**src/rtl/alu_pkg.sv**
```systemverilog
// Shared ALU definitions: funct codes for the multiply/move-from commands and
// the multiplier control states. The ALU top level and the bench use them too.
package alu_pkg;

  localparam logic [5:0] FUNCT_MULTU = 6'd25;
  localparam logic [5:0] FUNCT_MULT  = 6'd24;
  localparam logic [5:0] FUNCT_MFHI  = 6'd16;
  localparam logic [5:0] FUNCT_MFLO  = 6'd18;

  typedef enum logic [1:0] {
    StIdle = 2'd0,
    StBusy = 2'd1,
    StHold = 2'd2
  } mult_state_e;

endpackage

```
**src/rtl/shift_add_core.sv**
```systemverilog
// Iterative shift-add datapath: multiplicand, 64-bit product register, 33-bit
// adder and iteration counter. load_i seeds a new multiply, step_i runs one
// iteration, last_o flags that the current step is the final one.
module shift_add_core #(
  parameter int unsigned WIDTH = 32
) (
  input  logic                 clk_i,
  input  logic                 reset_i,
  input  logic                 load_i,
  input  logic                 step_i,
  input  logic [WIDTH-1:0]     a_i,
  input  logic [WIDTH-1:0]     b_i,
  output logic                 last_o,
  output logic [2*WIDTH-1:0]   prod_next_o
);

  localparam int unsigned CntW = (WIDTH > 1) ? $clog2(WIDTH) : 1;

  logic [WIDTH-1:0]   mcand_q;
  logic [2*WIDTH-1:0] prod_q, prod_d;
  logic [CntW-1:0]    cnt_q;
  logic [WIDTH:0]     sum;

  // One iteration: conditional add into the upper half (carry kept), then shift right.
  always_comb begin
    sum    = {1'b0, prod_q[2*WIDTH-1:WIDTH]} + (prod_q[0] ? {1'b0, mcand_q} : '0);
    prod_d = {sum, prod_q[WIDTH-1:1]};
  end

  assign prod_next_o = prod_d;
  assign last_o      = (cnt_q == CntW'(WIDTH - 1));

  // Datapath registers: seed on load, advance on step, cleared by reset.
  always_ff @(posedge clk_i) begin
    if (reset_i) begin
      mcand_q <= '0;
      prod_q  <= '0;
      cnt_q   <= '0;
    end else if (load_i) begin
      mcand_q <= a_i;
      prod_q  <= {{WIDTH{1'b0}}, b_i};
      cnt_q   <= '0;
    end else if (step_i) begin
      prod_q  <= prod_d;
      cnt_q   <= cnt_q + 1'b1;
    end
  end

endmodule

```
**src/rtl/multu_hilo_unit.sv**
```systemverilog
// Sequential unsigned multiplier with HI/LO result registers and a registered
// MFHI/MFLO read port. Optional macro MULTU_SIGNED_EN adds signed MULT (funct 24).
module multu_hilo_unit
  import alu_pkg::*;
#(
  parameter int unsigned WIDTH = 32
) (
  input  logic             clk,
  input  logic             reset,
  input  logic [WIDTH-1:0] dataA,
  input  logic [WIDTH-1:0] dataB,
  input  logic [5:0]       Signal,
  output logic [WIDTH-1:0] Output,
  output logic             busy,
  output logic             done
);

  mult_state_e state_q, state_d;

  logic               start_cmd, start_neg;
  logic [WIDTH-1:0]   op_a, op_b;
  logic               core_load, core_step, core_last, commit;
  logic [2*WIDTH-1:0] core_prod, result;
  logic [WIDTH-1:0]   hi_q, lo_q, out_q;
  logic               done_q, neg_q;

  // Start decode; signed MULT feeds magnitudes to the core and remembers the sign.
  always_comb begin
    start_cmd = (Signal == FUNCT_MULTU);
    start_neg = 1'b0;
    op_a      = dataA;
    op_b      = dataB;
`ifdef MULTU_SIGNED_EN
    if (Signal == FUNCT_MULT) begin
      start_cmd = 1'b1;
      start_neg = dataA[WIDTH-1] ^ dataB[WIDTH-1];
      op_a      = dataA[WIDTH-1] ? (~dataA + 1'b1) : dataA;
      op_b      = dataB[WIDTH-1] ? (~dataB + 1'b1) : dataB;
    end
`endif
  end

  // State register.
  always_ff @(posedge clk) begin
    if (reset) state_q <= StIdle;
    else       state_q <= state_d;
  end

  // Next state; HOLD waits for the start command to drop so it cannot re-trigger.
  always_comb begin
    state_d = state_q;
    unique case (state_q)
      StIdle:  if (start_cmd) state_d = StBusy;
      StBusy:  if (core_last) state_d = StHold;
      StHold:  if (!start_cmd) state_d = StIdle;
      default: state_d = StIdle;
    endcase
  end

  // FSM outputs: core handshakes and commit strobe.
  always_comb begin
    core_load = (state_q == StIdle) && start_cmd;
    core_step = (state_q == StBusy);
    commit    = core_step && core_last;
    busy      = (state_q == StBusy);
  end

  shift_add_core #(
    .WIDTH(WIDTH)
  ) u_core (
    .clk_i      (clk),
    .reset_i    (reset),
    .load_i     (core_load),
    .step_i     (core_step),
    .a_i        (op_a),
    .b_i        (op_b),
    .last_o     (core_last),
    .prod_next_o(core_prod)
  );

  assign result = neg_q ? (~core_prod + 1'b1) : core_prod;

  // HI/LO commit, done pulse and registered read mux; reads see pre-edge HI/LO.
  always_ff @(posedge clk) begin
    if (reset) begin
      hi_q   <= '0;
      lo_q   <= '0;
      out_q  <= '0;
      done_q <= 1'b0;
      neg_q  <= 1'b0;
    end else begin
      done_q <= commit;
      if (core_load) neg_q <= start_neg;
      if (commit) begin
        hi_q <= result[2*WIDTH-1:WIDTH];
        lo_q <= result[WIDTH-1:0];
      end
      if (Signal == FUNCT_MFHI)      out_q <= hi_q;
      else if (Signal == FUNCT_MFLO) out_q <= lo_q;
      else                           out_q <= '0;
    end
  end

  assign Output = out_q;
  assign done   = done_q;

endmodule

```
**config.mk**
```make
export PLATFORM = sky130hd
export DESIGN_NAME = multu_hilo_unit
export DESIGN_NICKNAME = d
export VERILOG_FILES = /design/src/rtl/alu_pkg.sv /design/src/rtl/shift_add_core.sv /design/src/rtl/multu_hilo_unit.sv
export SDC_FILE = /design/constraint.sdc
export NUM_CORES = 1
export LEC_CHECK = 0
export CORE_MARGIN = 5
export CORE_UTILIZATION = 61
export DETAILED_ROUTE_END_ITERATION = 8
export PLACE_DENSITY = 0.86
export SETUP_SLACK_MARGIN = 0.1
export SLEW_MARGIN = 20
export SYNTH_ARGS = -nofsm -noshare
export SYNTH_HDL_FRONTEND = slang
export SYNTH_SLANG_ARGS = --single-unit
```
**constraint.sdc**
```tcl
create_clock -name clk -period 7.9 [get_ports clk]
set_input_delay 1.58 -clock clk [delete_from_list [all_inputs] [get_ports clk]]
set_output_delay 1.58 -clock clk [all_outputs]
set_load 0.02 [all_outputs]
```
==> results.py <==
metrics = {
    "power": {
        "internal_power_mw": 1.51,
        "seqPwrFrac_pct": 52.1,
        "p_sw_mw": 0.429,
        "p_clk_share_pct": 44.1,
        "p_per_area_nw_per_um2": 179,
        "swShare_pct": 22.1,
        "p_leak_nw": 4.05,
        "vdd_ir_drop_max_mv": 0.170,
        "total_power_mw": 1.94,
        "p_comb_share_pct": 3.8,
    },
    "status": {
        "status": "complete, no violations",
    },
    "cts": {
        "htree_levels": 4,
        "path_clk_slew_ps": 70,
        "root_buffer": "clkbuf_16",
        "cts_setup_buffers": 0,
        "cts-resized-gates": 0,
        "clock_path_buffers": 2,
        "tritoncts": "done",
        "cts.sinks": 200,
        "cts_made_buffers": 17,
        "cts_hold_buf": 0,
        "worstSkewPairLatency_ps": 440,
    },
    "yosys": {
        "synthArstFlopShare_pct": 0,
        "synthFlopType": "dfxtp_1",
        "synth.cell_area_um2": 9290,
        "synth-edff-count": 0,
        "synth.yosys.warnings": 0,
        "postSynthCellCount": 1136,
        "syn-num-nets": 1243,
        "ys_types": 66,
        "ys_ff_latch": 200,
        "synth_area_per_cell_um2": 8.18,
        "synth-seq-area-share_pct": 43.1,
    },
    "cells_and_area": {
        "drive_gt1_share_pct": 5.56,
        "diodes": 0,
        "areaGrowthSynthToFinish_pct": 16.8,
        "final_util_pct": 71.9,
        "fillerInstances": 1203,
        "nets": 1301,
        "finalInstanceArea_um2": 10900,
        "final-instance-count-excl-fill": 1393,
    },
    "timing": {
        "tns_ps": 0,
        "fmaxAchievable_mhz": 233,
        "setup_ws_ps": 3600,
        "rsz0062_at_grt": "false",
        "finalCriticalPeriod_ps": 4300,
        "fin_crit_sh_pct": 54.4,
        "timing.hold.ws_ps": 447,
        "worst_pin_slew_ps": 1040,
        "fin_skew_ps": 11.6,
        "max-slew-margin-rel_pct": 30.8,
        "drv_slew": 0,
        "finalSetupViolCount": 0,
        "finalHoldViolCount": 0,
    },
    "floorplanning": {
        "core_area_um2": 15100,
        "pin_count": 106,
        "num_rows": 45,
        "die_h_um": 133,
        "die_x_um": 133,
        "dieArea_um2": 17800,
        "initial_utilization_pct": 61.6,
    },
    "drt": {
        "ant_nets": 0,
        "wirelength_um": 23200,
        "drc_errors": 0,
        "dr.pass1.iters": 5,
        "drt_iter0_drc": 658,
        "wl_per_cell_um": 16.7,
        "vias_per_cell": 5.88,
        "num_vias": 8197,
    },
    "worst_setup_path": {
        "worst_setup_path_start_kind": "primary input",
        "reg2reg_depth": 12,
        "path_class": "in -> reg",
        "critPathMaxFanout": 33,
        "arrival_ps": 4660,
        "worstPathRequired_ps": 8260,
        "rrSetupSlack_ps": 4270,
        "cp-end-kind": "flop",
    },
    "place": {
        "gp_congestion": 0.927,
        "post-place-ws_ps": 3220,
        "hpwl_um": 15700,
        "placed_cell_area_um2": 10300,
        "placedCellCount": 1363,
        "portBuffers": 105,
    },
    "global_routing": {
        "grt_pass1_vias": 7716,
        "grt_max_degree": 83,
        "gr-total-overflow": 0,
        "grt_usage_pct": 25.8,
        "grt_pass1_wl_um": 37700,
        "antenna_found_initial": 0,
    },
    "run": {
        "max_cap_viol_count": 0,
    },
    "hold_path": {
        "hold_path_class": "reg -> reg",
        "holdPathStages": 2,
    },
}
==> flip-flops by register name, indices dropped and copies added (netlist names) <==
signal / cells
done: 1
hi_q: 32
u_core.prod_q: 64
lo_q: 32
state_q: 2
Output: 32
u_core.cnt_q: 5
u_core.mcand_q: 32
==> critical path, stage by stage <==
cell and delay, ps:
buf_2 770, nor4bb_1 160, nand2_1 200, or2_2 610
nand2_1 510, or3_1 460, mux2_2 270, o211ai_1 80
==> layout by cell type (no fill, tap or decap), types with 12 or more instances in the layout <==
| master | n |
|---|---|
| nand2_1 | 266 |
| a21oi_1 | 175 |
| a21o_1 | 19 |
| dfxtp_1 | 200 |
| clkdlybuf4s50_1 | 103 |
| ha_1 | 34 |
| nor2_1 | 63 |
| and2_1 | 38 |
| nand3_1 | 17 |
| nor3_1 | 12 |
| clkbuf_16 | 17 |
| a22oi_1 | 32 |
| o21ai_0 | 22 |
| xnor2_1 | 18 |
| mux2i_1 | 36 |
| and3_1 | 12 |
==> logic make-up (layout without fill, tap and decap cells) <==
group | Yosys count | in the layout | synth area share (%)
flip-flops | 200 | 200 | 43.1
adder cells (fa/ha/maj) | 35 | 35 | 4.79
AO/OA/AOI/OAI | 305 | 305 | 20.0
XOR/XNOR | 28 | 28 | 2.64
buffers and inverters | 83 | 152 | 4.27
multiplexers | 37 | 37 | 4.00
AND/OR/NAND/NOR | 448 | 448 | 21.2
==> metal layers <==
layer  up-vias  routed length (um)  GRT usage [%]
met5         -                   0              0
met4         0                 763           11.2
met3        61                1590           5.25
met2       309               10700           41.4
met1      3795               10100           33.9
li1       4032                   -              -
==> power groups by stage <==
stage / sequential, mW / clock, mW / combinational (mW)
3_3_place_gp: 1.04 / 0 / 0.0729
2_1_floorplan: 1.03 / 0 / 0.0312
6_report: 1.01 / 0.856 / 0.0746
4_1_cts: 1.01 / 0.861 / 0.0740
5_1_grt: 1.01 / 0.906 / 0.0785
3_5_place_dp: 1.04 / 0 / 0.0732
==> cell usage after synthesis, drive strengths merged (2+ instances only) <==
cell | number | area, um2
dfxtp | 200 | 4000
ha | 34 | 425
nand2 | 268 | 1010
and3 | 15 | 97.6
a21o | 21 | 160
a211oi | 4 | 30.0
nor2b | 3 | 18.8
or3 | 7 | 43.8
nor3 | 12 | 60.1
o211ai | 6 | 45.0
nand3 | 17 | 85.1
a311oi | 2 | 35.0
a21boi | 2 | 15.0
or2 | 2 | 12.5
clkbuf | 57 | 254
nor2 | 66 | 250
o21ai | 28 | 140
o31ai | 3 | 22.5
and2 | 41 | 260
buf | 17 | 101
and4 | 2 | 17.5
xnor2 | 18 | 158
a22oi | 32 | 240
inv | 8 | 30.0
o211a | 2 | 20.0
o21a | 5 | 37.5
a2111oi | 4 | 66.3
o21bai | 3 | 22.5
a31oi | 9 | 56.3
nor4 | 4 | 31.3
mux2i | 36 | 360
a21oi | 175 | 876
xor2 | 10 | 87.6
nand2b | 3 | 18.8
a311o | 3 | 31.3
nand4 | 3 | 18.8
==> layout make-up <==
type	instances	area [um2]	area share, %
clock buffers	20	467	4.30
clock inverters	10	105	0.968
inverters	8	30.0	0.277
multi-input cells	853	4900	45.2
flip-flops and latches	200	4000	36.9
well taps	188	235	2.17
repair buffers	114	1110	10.2
==> worst paths after layout <==
check	startpoint	endpoint
max	Signal[1]	u_core.prod_q[61]
min	u_core.mcand_q[12]	u_core.mcand_q[12]
max reg2reg	u_core.prod_q[0]	u_core.prod_q[63]
min reg2reg	u_core.mcand_q[12]	u_core.mcand_q[12]
Power figures use the tool's default switching activity.
